File: config.mk
export PLATFORM = sky130hd
export DESIGN_NAME = baud_tick_sched
export DESIGN_NICKNAME = d
export VERILOG_FILES = /design/src/rtl/baud_tick_sched.sv
export SDC_FILE = /design/constraint.sdc
export NUM_CORES = 1
export LEC_CHECK = 0
export ABC_AREA = 1
export BUFFER_PORTS_ARGS = -buffer_cell sky130_fd_sc_hd__buf_2
export CAP_MARGIN = 10
export CORE_UTILIZATION = 28
export CTS_BUF_LIST = sky130_fd_sc_hd__clkbuf_16
export CTS_CLUSTER_SIZE = 12
export DETAILED_ROUTE_END_ITERATION = 6
export GPL_TIMING_DRIVEN = 0
export PLACE_DENSITY = 0.42
export SETUP_SLACK_MARGIN = 0.2
export SLEW_MARGIN = 10
export SYNTH_ARGS = -nofsm -noshare
export SYNTH_HDL_FRONTEND = slang
export SYNTH_SLANG_ARGS = --single-unit
File: constraint.sdc
create_clock -name clk_in -period 2.4 [get_ports clk_in]
set_input_delay 0.48 -clock clk_in [delete_from_list [all_inputs] [get_ports clk_in]]
set_output_delay 0.48 -clock clk_in [all_outputs]
set_load 0.1 [all_outputs]
File: src/rtl/baud_tick_sched.sv
// Runtime-programmable baud scheduler: oversample/bit clock-enable ticks from clk_in, divisor updates via valid/ready.
// Optional half-integer divisors are compiled in with `BAUD_HALF_DIV_EN.
module baud_tick_sched #(
  parameter int DIV_WIDTH    = 16,
  parameter int DEFAULT_DIV  = 434,
  parameter int DEFAULT_HALF = 0,
  parameter int OVS          = 16
) (
  input  logic                 clk_in,
  input  logic                 rst,
  input  logic                 enable,
  input  logic                 line_idle,
  input  logic                 cfg_valid,
  output logic                 cfg_ready,
  input  logic [DIV_WIDTH-1:0] cfg_div,
  input  logic                 cfg_half,
  output logic                 cfg_err,
  output logic                 upd_done,
  output logic [DIV_WIDTH-1:0] cur_div,
  output logic                 cur_half,
  output logic                 tick_ovs,
  output logic                 tick_bit
);

  localparam int CW = DIV_WIDTH + 1;
  localparam int OW = $clog2(OVS);

  typedef enum logic [1:0] {S_OFF, S_RUN, S_PEND} state_t;

  state_t               r_state;
  state_t               w_state_nxt;
  logic [CW-1:0]        r_cnt;
  logic [OW-1:0]        r_ovs_cnt;
  logic [DIV_WIDTH-1:0] r_cur_div;
  logic [DIV_WIDTH-1:0] r_shd_div;
  logic                 r_cfg_ready;
  logic                 r_cfg_err;
  logic                 r_upd_done;
  logic                 r_tick_ovs;
  logic                 r_tick_bit;

  logic          w_extra;
  logic          w_running;
  logic [CW-1:0] w_period;
  logic          w_wrap;
  logic          w_bit_wrap;
  logic          w_accept;
  logic          w_div_ok;
  logic          w_load_cfg;
  logic          w_load_shd;
  logic          w_store_shd;
  logic          w_restart;

  assign w_running  = (r_state != S_OFF);
  assign w_period   = {1'b0, r_cur_div} + CW'(w_extra);
  assign w_wrap     = w_running && (r_cnt == w_period - CW'(1));
  assign w_bit_wrap = w_wrap && (r_ovs_cnt == OW'(OVS - 1));
  assign w_accept   = cfg_valid && r_cfg_ready;
  assign w_div_ok   = (cfg_div >= DIV_WIDTH'(2));
  assign w_restart  = w_load_shd || (w_state_nxt == S_OFF);

  always_ff @(posedge clk_in or negedge rst) begin
    if (!rst) r_state <= S_OFF;
    else      r_state <= w_state_nxt;
  end

  // Disable wins over a same-edge apply, but any pending or just-offered divisor still lands.
  always_comb begin
    w_state_nxt = r_state;
    w_load_cfg  = 1'b0;
    w_load_shd  = 1'b0;
    w_store_shd = 1'b0;
    case (r_state)
      S_OFF: begin
        w_load_cfg = w_accept && w_div_ok;
        if (enable) w_state_nxt = S_RUN;
      end
      S_RUN: begin
        if (!enable) begin
          w_state_nxt = S_OFF;
          w_load_cfg  = w_accept && w_div_ok;
        end else if (w_accept && w_div_ok) begin
          w_store_shd = 1'b1;
          w_state_nxt = S_PEND;
        end
      end
      S_PEND: begin
        if (!enable) begin
          w_state_nxt = S_OFF;
          w_load_shd  = 1'b1;
        end else if (w_bit_wrap && line_idle) begin
          w_state_nxt = S_RUN;
          w_load_shd  = 1'b1;
        end
      end
      default: w_state_nxt = S_OFF;
    endcase
  end

  always_ff @(posedge clk_in or negedge rst) begin
    if (!rst) begin
      r_cnt       <= '0;
      r_ovs_cnt   <= '0;
      r_cur_div   <= DIV_WIDTH'(DEFAULT_DIV);
      r_shd_div   <= '0;
      r_cfg_ready <= 1'b1;
      r_cfg_err   <= 1'b0;
      r_upd_done  <= 1'b0;
      r_tick_ovs  <= 1'b0;
      r_tick_bit  <= 1'b0;
    end else begin
      r_cfg_ready <= (w_state_nxt != S_PEND);
      r_cfg_err   <= w_accept && !w_div_ok;
      r_upd_done  <= w_load_cfg || w_load_shd;
      r_tick_ovs  <= w_wrap && (w_state_nxt != S_OFF);
      r_tick_bit  <= w_bit_wrap && (w_state_nxt != S_OFF);
      if (w_load_cfg)      r_cur_div <= cfg_div;
      else if (w_load_shd) r_cur_div <= r_shd_div;
      if (w_store_shd) r_shd_div <= cfg_div;
      if (w_restart) begin
        r_cnt     <= '0;
        r_ovs_cnt <= '0;
      end else if (w_wrap) begin
        r_cnt     <= '0;
        r_ovs_cnt <= r_ovs_cnt + OW'(1);
      end else if (w_running) begin
        r_cnt <= r_cnt + CW'(1);
      end
    end
  end

`ifdef BAUD_HALF_DIV_EN
  logic r_cur_half;
  logic r_shd_half;
  logic r_half_phase;

  assign w_extra = r_cur_half && r_half_phase;

  // Phase 0 uses the integer period, so the first interval after any restart is cur_div.
  always_ff @(posedge clk_in or negedge rst) begin
    if (!rst) begin
      r_cur_half   <= 1'(DEFAULT_HALF);
      r_shd_half   <= 1'b0;
      r_half_phase <= 1'b0;
    end else begin
      if (w_load_cfg)      r_cur_half <= cfg_half;
      else if (w_load_shd) r_cur_half <= r_shd_half;
      if (w_store_shd) r_shd_half <= cfg_half;
      if (w_restart)   r_half_phase <= 1'b0;
      else if (w_wrap) r_half_phase <= ~r_half_phase;
    end
  end

  assign cur_half = r_cur_half;
`else
  logic w_unused_half;

  assign w_unused_half = cfg_half ^ 1'(DEFAULT_HALF);
  assign w_extra       = 1'b0;
  assign cur_half      = 1'b0;
`endif

  assign cfg_ready = r_cfg_ready;
  assign cfg_err   = r_cfg_err;
  assign upd_done  = r_upd_done;
  assign cur_div   = r_cur_div;
  assign tick_ovs  = r_tick_ovs;
  assign tick_bit  = r_tick_bit;

endmodule

[Word-level counts from Yosys, hierarchy flattened]
Cells that the tools add are included.
Storage, ports and cells
  logic and storage cells: 58
  output and inout port bits: 22
  bits in registers: 60
Cells by class
  add/subtract/negate cells: 3
  magnitude comparators: 1
  multiplexer cells: 21
  equality and inequality tests: 5
  reduce and logical (&&, ||, !) cells: 18
Operators by type and width (number)
  17-bit 2-to-1 mux: 3
  16-bit 2-to-1 mux: 2
  17-bit by 1-bit adder with 17-bit output, second input constant: 1
  17-bit equality test: 1
  16-bit by 1-bit subtractor with 17-bit output, second input constant: 1
  16-bit by 2-bit greater-or-equal comparator with 1-bit output, second input constant: 1
  2-bit 2-to-1 mux: 5
  1-bit logical AND: 8
  4-bit 2-to-1 mux: 2
  2-bit nonzero test: 4
  1-bit 2-to-1 mux: 7
  2-bit one-hot mux with 3 select lines: 1
  4-bit by 1-bit adder with 4-bit output, second input constant: 1
  4-bit equality test, second input constant: 1
  2-bit zero test: 2
  3-bit nonzero test: 1
  2-bit by 1-bit equality test with 1-bit output, second input constant: 1
  2-bit equality test, second input constant: 1
  1-bit logical OR: 2
  2-bit != test, second input constant: 1
  1-bit one-hot mux with 2 select lines: 1
  1-bit zero test: 1

[Depth between registers and ports, before layout]
Gate-level depths: netlist of run 1.
  depth in word-level cells: 11
  depth in mapped cells: 18
  depth with buffers taken out: 17

[Worst setup path before layout of run 1]
Ideal clock, no wire load.
  path type: register to register
  from: register r_cur_div[0] (netlist: cur_div[0])
  to: register r_cur_div[12] (netlist: cur_div[12])
  path slack: -447 ps
  arrival: 2726 ps
  cell stages (with the launch flop): 18
  clock period less this slack: 2847 ps
  required time: 2279 ps
  cells stage by stage: dfrtp_1 inv_1 ha_1 inv_1 nand2_1 nand2_1 nand2_1 nand2_1 nand2_1 nor2_1 nand3_1 nor2_1 nand4_2 nand2_2 nand2_4 buf_2 nand3_1 nand2_1
Between the ends
  cells in the longest elaborated chain, start to end: 9
RTL lines
  start: declaration: line 34  | logic [DIV_WIDTH-1:0] r_cur_div;
  start signal: assignment: line 104  | r_cur_div <= DIV_WIDTH'(DEFAULT_DIV);
  start signal: assignment: line 117  | if (w_load_cfg) r_cur_div <= cfg_div;
  start signal: assignment: line 118  | else if (w_load_shd) r_cur_div <= r_shd_div;
  16-bit by 1-bit subtractor with 17-bit output: line 56  | assign w_wrap = w_running && (r_cnt == w_period - CW'(1));
  17-bit equality test: line 56
  1-bit logical AND: line 56
  1-bit logical AND: line 57  | assign w_bit_wrap = w_wrap && (r_ovs_cnt == OW'(OVS - 1));
  1-bit logical AND: line 91  | end else if (w_bit_wrap && line_idle) begin
  1-bit 2-to-1 mux: line 91
  1-bit 2-to-1 mux: line 88  | if (!enable) begin
  1-bit 2-to-1 mux: line 73  | case (r_state)
  2-bit nonzero test (no line)
No other way between the ends.
A chain may end at the register's enable or synchronous reset.

[Worst setup path in the final report of run 1]
  from: register r_cur_div[1] (netlist: cur_div[1])
  to: register r_cur_div[1] (netlist: cur_div[1])
Same word-level chain as after synthesis.

==> summary.md, run 1 <==
| Metric | Value |
|---|---|
| CP required | `2.65 ns` |
| Largest cells by area after synthesis | `dfrtp_1 (36%), nand2_1 (15%), nor2_1 (6.4%), inv_1 (6.1%), o21ai_0 (5.1%)` |
| Die W | `about 120 um` |
| Peak Freq | `416.4 MHz` |
| Ys Warns | `0` |
| Most crowded layer after global routing | `met2` |
| Share of cells above drive strength 1 | `around 30%` |
| Synth Flop Type | `dfrtp_1` |
| Gr usage total | `16.72%` |
| Mapped cell area | `3744 um2` |
| # DRC | `0` |
| WP data arrival | `2.66 ns` |
| Area after DPL | `around 4300 um2` |
| Final Hold Viols | `0` |
| Largest net degree at the start of global routing | `60` |
| Clock power share | `between 20% and 30%` |
| # port buffers | `41` |
| Clk sinks | `60` |
| Leading cell type in the layout, fill and taps excluded | `nand2_1` |
| TritonCTS clock tree | `yes` |
| Vias per Instance | `4.574` |
| Clock period minus worst slack | `2.402 ns` |
| Drt wl/cell | `14.44 um` |
| Crit path setup slack, layout | `-0.001604 ns` |
| RePlAce Congestion | `slightly above 0.8` |
| Sum Neg Setup Slack | `-0.001604 ns` |
| Cell Rows | `41` |
| Commonest non-fill, non-tap cells in the layout | `nand2_1 (131), inv_1 (60), nor2_1 (50), dfrtp_1 (45), buf_2 (42)` |
| Async set-reset flop share out of synthesis | `100.0%` |
| CTS Buf Count | `9` |
| Sequential fraction of the synthesis area | `approximately two fifths` |
| Finished Layout Cells | `772` |
| Fin area | `around 5000 um2` |
| Clock Path Buffers | `2` |
| Post-Place Cells | `737` |
| Vias in the first global route | `3470` |
| WS Path Type | `reg2reg` |
| Post-synthesis net count | `548` |
| Die ar. | `13840 um2` |
| Clk_lat worst skew | `0.33 ns` |
| Actual slew at the worst max-slew pin | `between 0.7 and 0.8 ns` |
| Post-synthesis cell type count | `37` |
| Share of the synthesized area in the top cell type | `between 30% and 40%` |
| Initial antenna violation count | `0` |
| DRT Pass-1 Iters | `4` |
| Via count | `3531` |
| Peak VDD IR | `between 0.4 and 0.5 mV` |
| Hold Path Class | `in2reg` |
| Global-route wire length before repair | `18.10 mm` |
| Clock H-tree levels | `3` |
| Relative slew slack | `50.87%` |
| Synthesized flop and latch total | `60` |
| CP max FO | `8` |
| Initial Utilization | `29.19%` |
| PwrDens | `about 1000 nW/um2` |
| Detailed Route Iter0 Violations | `187` |
| Final wirelength | `about 11 mm` |
| Internal power | `between 2 and 3 mW` |
| Grt met2 use | `25.81%` |
| I/O pins | `44` |
| HPWL Detailed | `8.130 mm` |
| Synth Instances | `523` |
| Core ar. | `around 13000 um2` |
| ANT cells | `0` |
| DRT antenna net count | `0` |
| Crit start category | `flop` |
| Max Slew Vio Count | `0` |
| Syn avg cell area | `between 7 and 8 um2` |
| GRT overflow | `0` |
| Endpoints failing setup | `1` |
| Switching power | `2.423 mW` |
| Grt met3 use | `3.440%` |
| RSZ-0062 raised after global routing | `yes` |
| Final period util | `100.1%` |
| Area Overhead vs Synth | `34.56%` |
| Failing checks | `negative setup slack` |
| Final Skew | `0.006241 ns` |
| Seq pwr share | `between 20 and 30%` |
| Met1 usage | `23.40%` |
| Max-Cap Viols | `0` |
| Worst setup EP type | `flop` |
| Die Y | `117.6 um` |
| Switching share of power | `46.02%` |
| P_leak | `2.461 nW` |
| Comb power frac | `46.3%` |
| Outcome | `complete, but fails checks` |
| Post-synth EDFFs | `0` |
| Clk slew on worst S/H paths | `0.06 ns` |
| Total Nets Final | `620` |
| CTS root buf | `clkbuf_16` |
| Post-synth top area cell | `dfrtp_1` |
## final timing paths
kind,startpoint,endpoint,slack (ns),cells after the start
max,cur_div[1],cur_div[1],-0.002,15
min,cfg_valid,cfg_err,0.38,3
max reg2reg,cur_div[1],cur_div[1],-0.002,15
min reg2reg,r_shd_div[5],r_shd_div[5],0.49,2
max in group asynchronous,rst,cur_div[1],1.39,3
min in group asynchronous,rst,cfg_err,0.48,2
## per-layer routing
layer  wire, um  up-vias
li1           -     1817
met3        434        4
met4         70        0
met2       5070       57
met1       5576     1653
met5          0        -
## power by group through the flow
stage	clock network, mW	logic (mW)	registers [mW]
3_3_place_gp	0	2.09	1.48
4_1_cts	1.40	2.28	1.47
5_1_grt	1.43	2.67	1.50
6_report	1.36	2.44	1.47
2_1_floorplan	0	1.03	2.09
3_5_place_dp	0	2.11	1.48
## kinds of logic after synthesis
| kind of cell | after synthesis | share of synthesized area, % |
|---|---|---|
| XOR/XNOR | 25 | 5.849 |
| flip-flops | 60 | 40.31 |
| buffers and inverters | 77 | 8.690 |
| AO/OA/AOI/OAI | 55 | 7.754 |
| adder cells (fa/ha/maj) | 3 | 1.003 |
| other | 1 | 0.1002 |
| AND/OR/NAND/NOR | 302 | 36.30 |
## synthesized netlist by cell type, types with 2 or more instances
| library cell | n |
|---|---|
| a21oi_1 | 4 |
| buf_2 | 4 |
| buf_4 | 2 |
| buf_8 | 2 |
| clkbuf_1 | 6 |
| dfrtp_1 | 54 |
| dfstp_2 | 6 |
| ha_1 | 3 |
| inv_1 | 61 |
| nand2_1 | 149 |
| nand2_2 | 11 |
| nand3_1 | 33 |
| nand3_2 | 2 |
| nand3b_1 | 2 |
| nand4_1 | 13 |
| nor2_1 | 64 |
| nor2_2 | 3 |
| nor2_4 | 3 |
| nor3_1 | 9 |
| nor4_1 | 6 |
| o21ai_0 | 38 |
| o21ai_1 | 8 |
| o21ai_2 | 3 |
| xnor2_1 | 7 |
| xor2_1 | 18 |
## flip-flops by register name, indices dropped and copies added (netlist names)
name	cells
cfg_err	1
cfg_ready	1
cur_div	16
r_cnt	17
r_ovs_cnt	4
r_shd_div	16
r_state	2
tick_bit	1
tick_ovs	1
upd_done	1
## repair_timing
action	4_1_cts	5_1_grt
pin swaps	14	11
cloned	2	2
setup buffers	9	5
endpoints found under the setup margin	43	59
hold buffers	1	0
resized for setup	30	48
hold endpoints to repair	1	0
## cell type report
cell class	count	area, um2
sequential	60	1538
clock inverter	7	85.08
buffer	15	127.6
inverter	62	240.2
fill	1415	7787
multi-input combinational	388	2187
clock buffer	9	225.2
timing repair buffer	59	419.2
tap	172	215.2
## per-stage QoR
stage | util, % | setup slack (ns) | power [mW] | hold WS [ns]
after floorplan | - | 0.06063 | 3.123 | 0.1844
after global placement | 32.96 | -0.5396 | 3.575 | 0.4676
after detailed placement | 33.19 | -0.5309 | 3.591 | 0.2808
after CTS | 37.46 | -0.01553 | 5.150 | 0.3760
after global routing | 39.28 | -0.1442 | 5.603 | 0.3990
final | 39.28 | -0.001604 | 5.265 | 0.3825
## critical path: stages (launching register included)
cell and delay (ns):
dfstp_4 0.64, inv_4 0.04, ha_4 0.24, xnor2_2 0.14
nor2_1 0.11, nand2_1 0.09, nor2_2 0.09, nand3_2 0.10
nor2_4 0.14, nand4_4 0.11, nand2_4 0.12, nand2_8 0.11
nand2_8 0.14, buf_6 0.13, nand2_2 0.04, o21ai_1 0.08
No activity file was read; power rests on OpenSTA's default activity.
==> run 2, diff against run 1 <==
Settings changed: CORE_MARGIN set to 3.
==> run 2 against run 1 <==
The run still ends with negative setup slack left. Sequential share of layout area rose by 0.41 points. Count of clock-buffer cells in the layout unchanged. Clock power down 10%. Via count grew 0.68%. Sequential power about the same. Critical endpoint is now cur_div[0].
==> summary.md, run 2 (synthesized netlist as in run 1, its figures left out) <==
| Metric | Value |
|---|---|
| Max-Cap Viols | `0` |
| Drt wl/cell | `roughly 15 um` |
| Final Skew | `about 0.008 ns` |
| WP data arrival | `2.68 ns` |
| DRT Pass-1 Iters | `5` |
| Leading cell type in the layout, fill and taps excluded | `nand2_1` |
| CTS root buf | `clkbuf_16` |
| ANT cells | `0` |
| Clock Path Buffers | `2` |
| # port buffers | `between 40 and 50` |
| WS Path Type | `reg2reg` |
| Max Slew Vio Count | `0` |
| Die W | `121.6 um` |
| # DRC | `0` |
| Max reg flops | `17` |
| Slowest stage delay, CP | `about 0.63 ns` |
| Clock period minus worst slack | `roughly 2.5 ns` |
| Fill cells | `1391` |
| I/O pins | `44` |
| Share of cells above drive strength 1 | `28.07%` |
| Crit start category | `flop` |
| Final Hold Viols | `0` |
| Gr usage total | `about 16%` |
| PwrDens | `around 1000 nW/um2` |
| Final wirelength | `11.30 mm` |
| TritonCTS clock tree | `yes` |
| Die ar. | `14790 um2` |
| Worst-path cell chain | `inv_4 -> ha_4 -> nand3_2 -> inv_2 -> nand3_1 -> nand2_1 -> nand2_1 -> nand2_1 -> nor2_4 -> nand4_4 -> nand2_4 -> nand2_8 -> nand2_8 -> buf_12 -> buf_8 -> o21ai_2` |
| Endpoints failing setup | `26` |
| Clk_lat worst skew | `0.33 ns` |
| Sequential Area | `1538 um2` |
| CTS Hold Bufs | `0` |
| Clock H-tree levels | `3` |
| Crit-path slowest cell | `dfstp_4` |
| Fin area | `4970 um2` |
| Initial Utilization | `between 20% and 30%` |
| Core ar. | `roughly 13000 um2` |
| Clk sinks | `60` |
| WHS | `0.07789 ns` |
| Initial antenna violation count | `0` |
| Most common cell on crit path | `nand2_1` |
| CP required | `2.61 ns` |
| Crit path setup slack, layout | `-0.07559 ns` |
| Detailed Route Iter0 Violations | `147` |
| Commonest non-fill, non-tap cells in the layout | `nand2_1 (139), inv_1 (61), nor2_1 (50), dfrtp_1 (45), buf_2 (42)` |
| Vias per Instance | `roughly 4.6` |
| RePlAce Congestion | `roughly 0.85` |
| Clk slew on worst S/H paths | `0.05 ns` |
| Area after DPL | `4249 um2` |
| Relative slew slack | `52.34%` |
| P_leak | `approximately 2.4 nW` |
| Hold Path Class | `in2async` |
| Final period util | `103.1%` |
| CTS Buf Count | `9` |
| Largest net degree at the start of global routing | `34` |
| Multi-input logic area | `2160 um2` |
| Reg with most FFs | `r_cnt` |
| Cell Rows | `41` |
| R2R cell count | `16` |
| Global-route wire length before repair | `18.38 mm` |
| Worst setup EP type | `flop` |
| Peak Freq | `403.9 MHz` |
| Total Nets Final | `between 600 and 700` |
| Die Y | `121.6 um` |
| Vias in the first global route | `3677` |
| Peak VDD IR | `approximately 0.46 mV` |
| CP max FO | `6` |
| DRT antenna net count | `0` |
| Actual slew at the worst max-slew pin | `0.7110 ns` |
| GRT overflow | `0` |
| RSZ-0062 raised after global routing | `yes` |
| HPWL Detailed | `8.338 mm` |
| Area Overhead vs Synth | `32.75%` |
| Outcome | `complete, but fails checks` |
| Via count | `about 3600` |
| Failing checks | `negative setup slack` |
[run 2: changes by cell type in the layout (fill, tap and decap cells not counted), sizes merged]
cell         change
bufinv           -1
buf              +4
dlygate4sd3      -1
inv              +1
clkbuf           -1
[run 2: per-stage QoR]
step                instances  worst slack, ns  TNS (ns)  power, mW  util, %
floorplan                 523          0.06063         0      3.123        -
global placement          736          -0.5533    -11.06      3.579    32.96
detailed placement        737          -0.5149    -10.84      3.591    33.13
CTS                       770         -0.03953   -0.2228      5.024    37.40
global route              774          -0.1845    -4.652      5.484    38.75
finish                    774         -0.07559   -0.9604      5.121    38.75
[run 2: timing repair]
action | CTS | global route
buffers inserted | 14 | 4
pin swaps | 14 | 12
gates cloned | 3 | 0
endpoints found under the setup margin | 41 | 59
resized for setup | 24 | 41
[run 2: cell type report]
cell class | instances | area share (%)
buffer | 15 | 2.392
inverter | 62 | 4.834
multi-input combinational | 388 | 43.45
clock buffer | 9 | 4.532
timing repair buffer | 61 | 8.434
sequential | 60 | 30.94
tap | 172 | 4.330
clock inverter | 7 | 1.083
[run 2: critical path, delay by kind of cell, from the launching register on]
family / cells / cell delay [ns]
simple gates: 10 / 1.15
compound gates: 1 / 0.06
buf+inv: 4 / 0.32
fa+ha+maj: 1 / 0.19
flops: 1 / 0.63
[run 2: metal layers]
| metal | GRT usage [%] | vias to the layer above | wire (um) | share of wire (%) |
|---|---|---|---|---|
| met5 | 0 | - | 0 | 0 |
| met1 | 22.21 | 1689 | 5649 | 50 |
| met2 | 25.25 | 45 | 5150 | 46 |
| met4 | 4.272 | 0 | 101 | 0.89 |
| li1 | - | 1812 | - | - |
| met3 | 3.482 | 9 | 398 | 3.5 |
[run 2: final timing paths]
path,slack [ns],start,endpoint
worst max-delay path,-0.08,cur_div[1],cur_div[0]
worst min-delay path,0.08,rst,upd_done
worst max register to register,-0.08,cur_div[1],cur_div[0]
worst min register to register,0.49,r_shd_div[13],r_shd_div[13]
max in group asynchronous,1.73,rst,cur_div[1]
min in group clk_in,0.39,cfg_valid,cfg_err
[run 2: where the power goes]
| group | switching, mW | total (mW) | internal (mW) | leakage [nW] |
|---|---|---|---|---|
| Clock | 0.438 | 1.22 | 0.782 | 0.148 |
| Combinational | 1.72 | 2.42 | 0.698 | 1.50 |
| Sequential | 0.242 | 1.49 | 1.24 | 0.767 |
